### src/rtl/div_seq.sv
// div_seq: iterative radix-2 restoring divider (DIV/DIVU) for the EX stage.
// Optional feature: define DIV_EARLY_OUT_EN to finish in one cycle when |dividend| < |divisor|.
module div_seq #(
    parameter int WIDTH = 32,
    parameter int CNT_W = 6
) (
    input  logic               clk,
    input  logic               resetn,
    input  logic               start,
    input  logic               signed_div,
    input  logic [WIDTH-1:0]   opdata1,
    input  logic [WIDTH-1:0]   opdata2,
    input  logic               annul,
    output logic [2*WIDTH-1:0] result,
    output logic               ready,
    output logic               busy
);
    typedef enum logic [1:0] {S_IDLE, S_ZERO, S_ON, S_END} state_t;

    state_t             state_q, state_d;
    logic [CNT_W-1:0]   cnt_q, cnt_d;
    logic [WIDTH-1:0]   dvd_q, dvd_d;
    logic [WIDTH-1:0]   dvs_q, dvs_d;
    logic [WIDTH-1:0]   raw_q, raw_d;
    logic [WIDTH-1:0]   rem_q, rem_d;
    logic [WIDTH-1:0]   quo_q, quo_d;
    logic               q_neg_q, q_neg_d;
    logic               r_neg_q, r_neg_d;
    logic               qzero_q, qzero_d;
    logic [2*WIDTH-1:0] result_q, result_d;

    logic [WIDTH-1:0]   abs1, abs2;
    logic               early;
    logic [WIDTH:0]     shifted, diff;
    logic [WIDTH-1:0]   rem_step, quo_step, rem_fix, quo_fix;

    // Operand magnitudes; unsigned ops pass through untouched.
    always_comb begin
        abs1 = (signed_div && opdata1[WIDTH-1]) ? -opdata1 : opdata1;
        abs2 = (signed_div && opdata2[WIDTH-1]) ? -opdata2 : opdata2;
    end

`ifdef DIV_EARLY_OUT_EN
    assign early = abs1 < abs2;
`else
    assign early = 1'b0;
`endif

    // One restoring step: bring in the next dividend bit, keep the difference when it does not borrow.
    always_comb begin
        shifted  = {rem_q, dvd_q[WIDTH-1]};
        diff     = shifted - {1'b0, dvs_q};
        rem_step = diff[WIDTH] ? shifted[WIDTH-1:0] : diff[WIDTH-1:0];
        quo_step = {quo_q[WIDTH-2:0], ~diff[WIDTH]};
        rem_fix  = r_neg_q ? -rem_step : rem_step;
        quo_fix  = q_neg_q ? -quo_step : quo_step;
    end

    // Next-state and datapath updates; annul beats start everywhere.
    always_comb begin
        state_d  = state_q;
        cnt_d    = cnt_q;
        dvd_d    = dvd_q;
        dvs_d    = dvs_q;
        raw_d    = raw_q;
        rem_d    = rem_q;
        quo_d    = quo_q;
        q_neg_d  = q_neg_q;
        r_neg_d  = r_neg_q;
        qzero_d  = qzero_q;
        result_d = result_q;
        case (state_q)
            S_IDLE: begin
                if (start && !annul) begin
                    raw_d   = opdata1;
                    dvd_d   = abs1;
                    dvs_d   = abs2;
                    rem_d   = '0;
                    quo_d   = '0;
                    cnt_d   = '0;
                    q_neg_d = signed_div & (opdata1[WIDTH-1] ^ opdata2[WIDTH-1]);
                    r_neg_d = signed_div & opdata1[WIDTH-1];
                    qzero_d = opdata2 != '0;
                    state_d = (opdata2 == '0 || early) ? S_ZERO : S_ON;
                end
            end
            S_ZERO: begin
                if (annul || !start) begin
                    state_d = S_IDLE;
                end else begin
                    state_d  = S_END;
                    result_d = {raw_q, {WIDTH{~qzero_q}}};
                end
            end
            S_ON: begin
                if (annul || !start) begin
                    state_d = S_IDLE;
                end else begin
                    rem_d = rem_step;
                    quo_d = quo_step;
                    dvd_d = dvd_q << 1;
                    cnt_d = cnt_q + CNT_W'(1);
                    if (cnt_q == CNT_W'(WIDTH - 1)) begin
                        state_d  = S_END;
                        result_d = {rem_fix, quo_fix};
                    end
                end
            end
            default: state_d = S_IDLE;
        endcase
    end

    // State and datapath registers, cleared asynchronously.
    always_ff @(posedge clk or negedge resetn) begin
        if (!resetn) begin
            state_q  <= S_IDLE;
            cnt_q    <= '0;
            dvd_q    <= '0;
            dvs_q    <= '0;
            raw_q    <= '0;
            rem_q    <= '0;
            quo_q    <= '0;
            q_neg_q  <= 1'b0;
            r_neg_q  <= 1'b0;
            qzero_q  <= 1'b0;
            result_q <= '0;
        end else begin
            state_q  <= state_d;
            cnt_q    <= cnt_d;
            dvd_q    <= dvd_d;
            dvs_q    <= dvs_d;
            raw_q    <= raw_d;
            rem_q    <= rem_d;
            quo_q    <= quo_d;
            q_neg_q  <= q_neg_d;
            r_neg_q  <= r_neg_d;
            qzero_q  <= qzero_d;
            result_q <= result_d;
        end
    end

    assign result = result_q;
    assign ready  = state_q == S_END;
    assign busy   = state_q == S_ZERO || state_q == S_ON;
endmodule

### config.mk
export PLATFORM = sky130hd
export DESIGN_NAME = div_seq
export DESIGN_NICKNAME = d
export VERILOG_FILES = /design/src/rtl/div_seq.sv
export SDC_FILE = /design/constraint.sdc
export NUM_CORES = 1
export LEC_CHECK = 0
export CAP_MARGIN = 20
export CELL_PAD_IN_SITES_DETAIL_PLACEMENT = 0
export CELL_PAD_IN_SITES_GLOBAL_PLACEMENT = 2
export CORE_UTILIZATION = 36
export CTS_CLUSTER_SIZE = 12
export DETAILED_ROUTE_END_ITERATION = 12
export PLACE_DENSITY_LB_ADDON = 0.12
export SLEW_MARGIN = 20
export SYNTH_ARGS = -nofsm -noshare
export SYNTH_HDL_FRONTEND = slang
export SYNTH_SLANG_ARGS = --single-unit
### constraint.sdc
create_clock -name clk -period 6.8 [get_ports clk]
set_input_delay 1.36 -clock clk [delete_from_list [all_inputs] [get_ports clk]]
set_output_delay 1.36 -clock clk [all_outputs]
set_load 0.03 [all_outputs]
# --- Word level (Yosys, flattened, before mapping) ---
# Index checks and enable logic that the tools add are counted.
totals:
  out_inout_bits: 66
  in_bits: 69
  wordCells: 73
  register_bits: 234
op_classes:
  bitwise_logic: 5
  muxes: 26
  n_reduce_logical: 16
  addsub: 6
  n_eq_ne: 9
ops:
  columns: ["op", "n"]
  rows:
  - ["$mux W32", 9]
  - ["$mux W64", 3]
  - ["$neg A32 Y32", 4]
  - ["$pmux W32 S2", 2]
  - ["$pmux W64 S2", 1]
  - ["$pmux W31 S2", 1]
  - ["$sub A33 B32 Y33", 1]
  - ["$logic_not A32 Y1", 1]
  - ["$reduce_bool A32 Y1", 1]
  - ["$mux W31", 1]
  - ["$mux W6", 2]
  - ["$pmux W6 S2", 1]
  - ["$mux W2", 5]
  - ["$ne A2 B2 Y1 const B", 4]
  - ["$add A6 B1 Y6 const B", 1]
  - ["$eq A6 B5 Y1 const B", 1]
  - ["$pmux W2 S3", 1]
  - ["$eq A2 B2 Y1 const B", 2]
  - ["$reduce_and A2 Y1", 2]
  - ["$reduce_and A4 Y1", 1]
  - ["$reduce_bool A2 Y1", 2]
  - ["$logic_and A1 B1 Y1", 3]
  - ["$ne A3 B3 Y1 const B", 1]
  - ["$reduce_and A3 Y1", 1]
  - ["7 further kinds", 11]

# --- Logic depth before layout (Yosys ltp) ---
# Gate-level depths: netlist (run 1).
depth:
  ltp_word: 7
  depth_mapped: 24
  ltp_nobuf: 21

# --- Worst setup path before layout (run 1) ---
# No wires, ideal clock.
synth_timing:
  path_kind: "reg2reg"
  from: "reg dvd_q[31]"
  to: "reg result_q[60], in the netlist result[60]"
  setup_time_ns: 0.099
  synth_period_minus_slack_ns: 4.827
  slack_ns: 1.973
  arrival_time_ns: 4.728
  path_stages_with_launch: 24
  path_buffers: 3
  t_required_ns: 6.701
  path_cell_list: "dfrtp_1 > inv_1 > ha_1 > inv_1 > fa_1 > a211oi_2 > nor3_2 > o2111ai_1 > a21oi_1 > a211oi_4 > inv_2 > buf_6 > clkbuf_1 > a21oi_1 > ha_1 > nand2b_1 > a2111oi_0 > mux2_2 > o2111ai_2 > or2_1 > buf_6 > o31ai_4 > xnor2_1 > a311oi_1"
synth_via:
  elab_chain_len: 7
synth_rtl:
  columns: ["item", "line", "source"]
  rows:
  - ["start, declared", "22", "logic [WIDTH-1:0] dvd_q, dvd_d;"]
  - ["start signal, assigned", "130", "dvd_q <= dvd_d;"]
  - ["$sub A33 B32 Y33", "52", "diff = shifted - {1'b0, dvs_q};"]
  - ["$mux W32 (*)", "53", "rem_step = diff[WIDTH] ? shifted[WIDTH-1:0] : diff[WIDTH-1:0];"]
  - ["$neg A32 Y32", "55", "rem_fix = r_neg_q ? -rem_step : rem_step;"]
  - ["$mux W32 (*)", "55", null]
  - ["$mux W64 (*)", "103", "if (cnt_q == CNT_W'(WIDTH - 1)) begin"]
  - ["$mux W64 (*)", "96", "if (annul || !start) begin"]
  - ["$pmux W64 S2 (*)", "72", "case (state_q)"]
  - ["end signal, assigned", "138", "result_q <= result_d;"]
  - ["end, declared", "30", "logic [2*WIDTH-1:0] result_q, result_d;"]
# Mark *: on every way between the ends. The rest lies on a longest branch, timed or not. The select of a mux whose other input is x is not followed.
# A chain may end at the register's enable or synchronous reset.

# --- Worst setup path in the final report (run 1) ---
# Same ends and word-level chain as after synthesis.

==> flow_summary_export.csv, run 1 <==
group,metric,value,unit
sta,hold_violations,0,
sta,setup_viol_count_final,0,
die,die_h,204.0,µm
die,core,40010,µm²
critical_path,start_kind,"flop",
clocking,cts_tree,"built",
synthesis,synth.top_cell.area_share,0.3985,
job,cap_violations,0,
sta,finClkSkew,0.009369,ns
route,avgViaCountPerCell,5.294,
synthesis,ys.flop_type,"dfrtp_1",
pwr,power,9.531,mW
placement,dp_hpwl,31280,µm
die,die_x,204.0,µm
global_route,grt_start_max_net_pins,106,
sta,max_clock_freq,192.7,MHz
critical_path,crit_path_end_kind,"flop",
synthesis,syn_inst,1730,
clocking,numCtsBuffers,30,
cells_and_area,areaGrowthSynthToFinish,19.65,%
pwr,p_seq_frac,0.239,
cells_and_area,drive_gt1_frac,0.05498,
clocking,cts_root_buf,"clkbuf_16",
synthesis,syn_nets,1841,
route,ant_nets,0,
sta,period_minus_slack,5.189,ns
clocking,clk_pin_slew,0.06,ns
placement,gp_congestion,0.8501,
min_path,min_path_type,"reg2reg",
synthesis,syn_area_per_cell,8.494,µm²
cells_and_area,nets,1924,
die,die-area,41630,µm²
clocking,cts_buffer_depth,3,
synthesis,synth_edf_count,0,
synthesis,yosys-top-cells-area,"dfrtp_1 (40%), nand2_1 (7.9%), o21ai_0 (6.2%)",
pwr,p_switching,4.459,mW
clocking,worstSkewPairLatency,0.57,ns
route,first_iter_violations,696,
die,start_util,0.3673,
sta,setup_ws,1.611,ns
pwr,p_leak,7.785,nW
synthesis,yosysUniqueCellTypes,74,
die,num_rows,73,
global_route,grt_pass1_vias,12550,
synthesis,synth_commonest_cells,"nand2_1 (308), dfrtp_1 (234), o21ai_0 (182)",
pwr,p_comb_frac,0.572,
synthesis,synth-seq-cells,234,
route,drcViolationCount,0,
clocking,htreeDepth,1,
sta,fin_setup_tns,0,ns
sta,fin_crit_sh,0.7630,
pwr,power.internal,5.072,mW
critical_path,critPathMaxFanout,23,
global_route,grt_pass1_wl,70670,µm
route,vias,12500,
route,firstDrtPassIters,5,
pwr,powerDensity,542.1,nW/µm²
outcome,outcome,"finished, final reports clean",
cells_and_area,antenna_cells,0,
critical_path,required,7.27,ns
sta,rsz0062_at_grt,"false",
synthesis,yosys.area.top_type,"dfrtp_1",
critical_path,crit_path_max_incr_delay,0.43,ns
critical_path,crit_path_top_delay_cell,"fa_1",
pwr,irDropWorstVdd,0.0002414,V
clocking,post-cts-setup-buffers,0,
critical_path,crit_chain,"inv_1 > ha_1 > inv_1 > fa_1 > a211oi_2 > nor3_2 > o2111ai_1 > a21bo_2 > a211oi_4 > inv_2 > mux2i_1 > ha_1 > nand2b_1 > a2111oi_0 > mux2_2 > o2111ai_2 > or2_1 > o31ai_4 > xnor2_1 > a311oi_1",
clocking,post_cts_resize_count,0,
critical_path,arrival,5.66,ns
global_route,antenna_found_initial,0,
synthesis,synth.most_common_cell,"nand2_1",
synthesis,ys_warn_count,0,
clocking,holdBufCountCts,0,
global_route,track_usage,0.2129,
pwr,p_sw_frac,0.4679,
critical_path,timing.critical_path.buf_inv,3,
route,drt_wl_total,43660,µm
sta,final_max_slew_viol_count,0,
critical_path,path_delay_family,"compound AO/OA/AOI/OAI gates",
route,route.detailed.wl_per_inst,18.49,µm
sta,maxSlewHeadroom,0.1976,
die,io_pins,135,
critical_path,crit_type,"reg2reg",
synthesis,synthArstFlopShare,1.000,
synthesis,syn_area,14690,µm²
placement,port_buffers,134,
pwr,p_clk_frac,0.189,
global_route,grt-ovfl-total,0,
sta,tightest_slew,1.194,ns
clocking,numClockSinks,234,
synthesis,yosysSeqAreaShare,0.3985,
placement,dp_slack,1.579,ns
==> power by group through the flow <==
stage	Combinational, mW	Sequential (mW)	Clock [mW]
after floorplan	3.73	2.42	0
after global placement	5.47	2.30	0
after detailed placement	5.48	2.30	0
after CTS	5.50	2.29	1.84
after global routing	6.05	2.36	1.89
final	5.45	2.28	1.80
==> per-stage QoR <==
| step | std cells | cell area [µm²] | utilization | hold WS [ns] |
|---|---|---|---|---|
| floorplan | 1730 | 14690 | - | 0.4376 |
| global placement | 2306 | 16450 | 0.4113 | 0.4561 |
| detailed placement | 2306 | 16450 | 0.4113 | 0.4569 |
| CTS | 2362 | 17580 | 0.4394 | 0.4708 |
| global route | 2362 | 17580 | 0.4395 | 0.4872 |
| finish | 2362 | 17580 | 0.4395 | 0.4710 |
==> tightest hold or removal path, cell delays in order (launching register included) <==
cell,delay [ns]
dfrtp_1,0.34
nand2_1,0.05
nand2_1,0.05
==> final cells by class <==
class / instances / area, µm²
flip-flops and latches: 234 / 5856
clock buffers: 41 / 863.3
repair buffers: 149 / 1459
multi-input cells: 1339 / 8264
inverters: 59 / 221.5
well taps: 525 / 656.9
clock inverters: 15 / 261.5
fillers: 4054 / 22420
==> final timing paths <==
kind                       startpoint    endpoint  slack [ns]  cells after the start
max                         dvd_q[31]  result[60]        1.61                     20
min                         raw_q[24]   raw_q[24]        0.47                      2
max reg2reg                 dvd_q[31]  result[60]        1.61                     20
min reg2reg                 raw_q[24]   raw_q[24]        0.47                      2
max in group asynchronous      resetn   dvd_q[12]        4.47                      2
min in group asynchronous      resetn   dvs_q[28]        0.86                      1
==> cells by family (layout without fill, tap and decap cells) <==
kind of cell	after synthesis	after routing	synth area share
adder cells (fa/ha/maj)	42	42	0.03627
AO/OA/AOI/OAI	524	524	0.2239
XOR/XNOR	135	135	0.08047
buffers and inverters	157	264	0.04215
multiplexers	53	53	0.03670
AND/OR/NAND/NOR	585	585	0.1820
flip-flops	234	234	0.3985
==> sequential cells by signal, indices dropped and copies added, names as in the netlist <==
register,count
result,64
dvd_q,32
dvs_q,32
raw_q,32
rem_q,32
quo_q,31
cnt_q,6
state_q,2
q_neg_q,1
qzero_q,1
r_neg_q,1
==> layout by cell type (no fill, tap or decap), types with 11 or more instances in the layout <==
| cell | instances |
|---|---|
| nor3_1 | 31 |
| a21o_1 | 23 |
| mux2i_1 | 46 |
| buf_4 | 15 |
| clkbuf_16 | 31 |
| a21oi_1 | 127 |
| a22o_1 | 55 |
| nand4_1 | 11 |
| ha_1 | 40 |
| nor3b_1 | 13 |
| or3_1 | 23 |
| a211oi_1 | 19 |
| o21ai_1 | 14 |
| nand2_1 | 306 |
| o21ai_0 | 182 |
| o41ai_1 | 15 |
| xnor2_1 | 57 |
| nor4_1 | 12 |
| nand2b_1 | 13 |
| nand3_1 | 18 |
| inv_1 | 58 |
| xor2_1 | 78 |
| dfrtp_1 | 234 |
| o31ai_1 | 25 |
| clkdlybuf4s50_1 | 133 |
| nor2_1 | 99 |
==> layer usage <==
layer / track usage / routed length, µm / part of all wire / vias up
met5: 0 / 0 / 0 / -
met4: 0.05544 / 1080 / 0.025 / 0
met3: 0.02934 / 1477 / 0.034 / 55
met2: 0.3567 / 20630 / 0.47 / 185
met1: 0.2874 / 20480 / 0.47 / 5980
li1: - / - / - / 6284
No activity file was read; power rests on OpenSTA's default activity.
==> inputs of run 2 (changes only) <==
CORE_UTILIZATION = 32   (was 36)
clock period = 4.21 ns   (was 6.8 ns; I/O delays follow)
==> run 2 against run 1 <==
  * Routed wire length increased by 5.4%
  * Clock power grew 41%
  * Worst setup slack worse by 1.5 ns
  * Design area is 5.5% higher
  * Clock skew is 0.012 ns higher
  * Highest routed layer unchanged
==> flow_summary_export.csv, run 2 (synthesized netlist as in run 1, its figures left out) <==
group,metric,value,unit
sta,max_clock_freq,243.2,MHz
cells_and_area,final_common_cell,"nand2_1",
clocking,worstSkewPairLatency,0.57,ns
pwr,p_switching,7.604,mW
die,core,45380,µm²
cells_and_area,multi_input_area,8446,µm²
route,dr_wl_met3,1461,µm
pwr,powerDensity,884.1,nW/µm²
die,die-area,46780,µm²
sta,period_minus_slack,4.112,ns
die,start_util,0.3238,
sta,fin_crit_sh,0.9768,
pwr,power.internal,8.802,mW
cells_and_area,seq_area,5856,µm²
clocking,cts_root_buf,"clkbuf_16",
die,die_x,216.3,µm
pwr,p_comb_frac,0.626,
sta,tightest_slew,0.9462,ns
critical_path,crit_type,"reg2reg",
route,routed.top_layer,"met4",
cells_and_area,areaGrowthSynthToFinish,26.28,%
pwr,irDropWorstVdd,0.0004092,V
sta,setup_viol_count_final,0,
critical_path,required,4.67,ns
route,wl_met2,22690,µm
min_path,min_path_type,"in2async",
route,vias,13040,
die,io_pins,135,
critical_path,start_kind,"flop",
sta,maxSlewHeadroom,0.3654,
die,die_h,216.3,µm
global_route,grt-ovfl-total,0,
sta,finClkSkew,0.02100,ns
cells_and_area,antenna_cells,0,
outcome,outcome,"finished, final reports clean",
pwr,p_clk_frac,0.155,
placement,port_buffers,134,
clocking,numClockSinks,234,
sta,final_max_slew_viol_count,0,
pwr,p_sw_frac,0.4635,
route,firstDrtPassIters,6,
cells_and_area,num-fill-cells,4650,
sta,hold_violations,0,
critical_path,critPathMaxFanout,7,
sta,holdWs,0.2699,ns
route,avgViaCountPerCell,5.133,
clocking,cts_tree,"built",
global_route,grt_pass1_vias,13360,
placement,gp_congestion,0.8714,
clocking,numCtsBuffers,30,
clocking,cts_buffer_depth,3,
pwr,p_seq_frac,0.219,
global_route,track_usage,0.2012,
clocking,htreeDepth,1,
die,num_rows,78,
pwr,power,16.41,mW
job,cap_violations,0,
global_route,grt_start_max_net_pins,122,
cells_and_area,drive_gt1_frac,0.1170,
route,route.detailed.wl_per_inst,18.12,µm
route,drt-met1-wl,20840,µm
cells_and_area,final_cell_mix,"nand2_1 (306), dfrtp_1 (234), o21ai_0 (180)",
cells_and_area,nets,2032,
clocking,clk_pin_slew,0.05,ns
critical_path,arrival,4.57,ns
sta,rsz0062_at_grt,"true",
route,first_iter_violations,716,
critical_path,crit_path_end_kind,"flop",
cells_and_area,largest_reg_flops,64,
route,drcViolationCount,0,
global_route,grt_pass1_wl,75040,µm
critical_path,r2r_cells,17,
pwr,p_leak,8.268,nW
global_route,antenna_found_initial,0,
placement,dp_hpwl,34040,µm
route,ant_nets,0,
route,drt_wl_total,46030,µm
[run 2: cell types whose count changed in the layout (fill, tap and decap cells not counted), moves of 3 or more]
cell,delta
bufinv_16,-5
a21oi_2,+3
ha_1,-3
o31ai_4,+4
buf_12,+3
buf_4,+104
a21oi_1,-3
o31ai_1,-5
[run 2: critical path, stage by stage (launching register included)]
cell       delay, ns
dfrtp_1         0.40
ha_2            0.39
nand4_2         0.21
nor4_4          0.34
a2bb2oi_1       0.12
and3b_2         0.26
a211oi_4        0.28
inv_2           0.11
mux2i_2         0.21
ha_2            0.21
nand2b_1        0.07
a2111oi_2       0.20
mux2_4          0.23
o2111ai_4       0.11
or2_4           0.35
o31ai_4         0.19
xnor2_1         0.09
a311oi_1        0.25
[run 2: area by class of cell]
type	count	share of cell area
clock buffer	42	0.04673
clock inverter	9	0.005394
inverter	59	0.01194
multi-input combinational	1339	0.4552
sequential	234	0.3156
tap	600	0.04046
timing repair buffer	257	0.1247
[run 2: final timing paths]
| check | start | to | slack (ns) |
|---|---|---|---|
| hold / removal | resetn | result[2] | 0.27 |
| setup reg to reg | rem_q[28] | result[60] | 0.1 |
| max in group asynchronous | resetn | rem_q[24] | 2.91 |
| min in group clk | raw_q[31] | raw_q[31] | 0.47 |
| hold reg to reg | raw_q[31] | raw_q[31] | 0.47 |
| setup / recovery | rem_q[28] | result[60] | 0.1 |
[run 2: what timing repair did]
item / in CTS / in global routing
endpoints found under the setup margin: 3 / 23
pin swaps: 0 / 15
hold buffers: 0 / 0
resized for setup: 1 / 21
setup buffers: 0 / 3
[run 2: layer usage]
layer | vias to the layer above | GRT usage
li1 | 6503 | -
met1 | 6265 | 0.2616
met2 | 210 | 0.3531
met3 | 59 | 0.02554
met4 | 0 | 0.04648
met5 | - | 0
[run 2: metrics by stage]
step / setup slack [ns] / TNS [ns] / cell area [µm²] / utilization / std cells
2_1_floorplan: -0.2244 / -1.127 / 14780 / - / 1730
3_3_place_gp: -0.004151 / -0.004151 / 17450 / 0.3846 / 2486
3_5_place_dp: -0.02556 / -0.03525 / 17460 / 0.3846 / 2486
4_1_cts: 0.05378 / 0 / 18430 / 0.4060 / 2537
5_1_grt: -0.1022 / -0.3947 / 18560 / 0.4089 / 2540
6_report: 0.09769 / 0 / 18560 / 0.4089 / 2540
[run 2: power by group through the flow]
stage          clock network, mW  logic [mW]  registers [mW]
6_report                    2.54        10.3            3.59
3_3_place_gp                   0        10.1            3.62
5_1_grt                     2.71        11.4            3.71
2_1_floorplan                  0        6.17            3.92
4_1_cts                     2.63        10.2            3.61
3_5_place_dp                   0        10.1            3.64
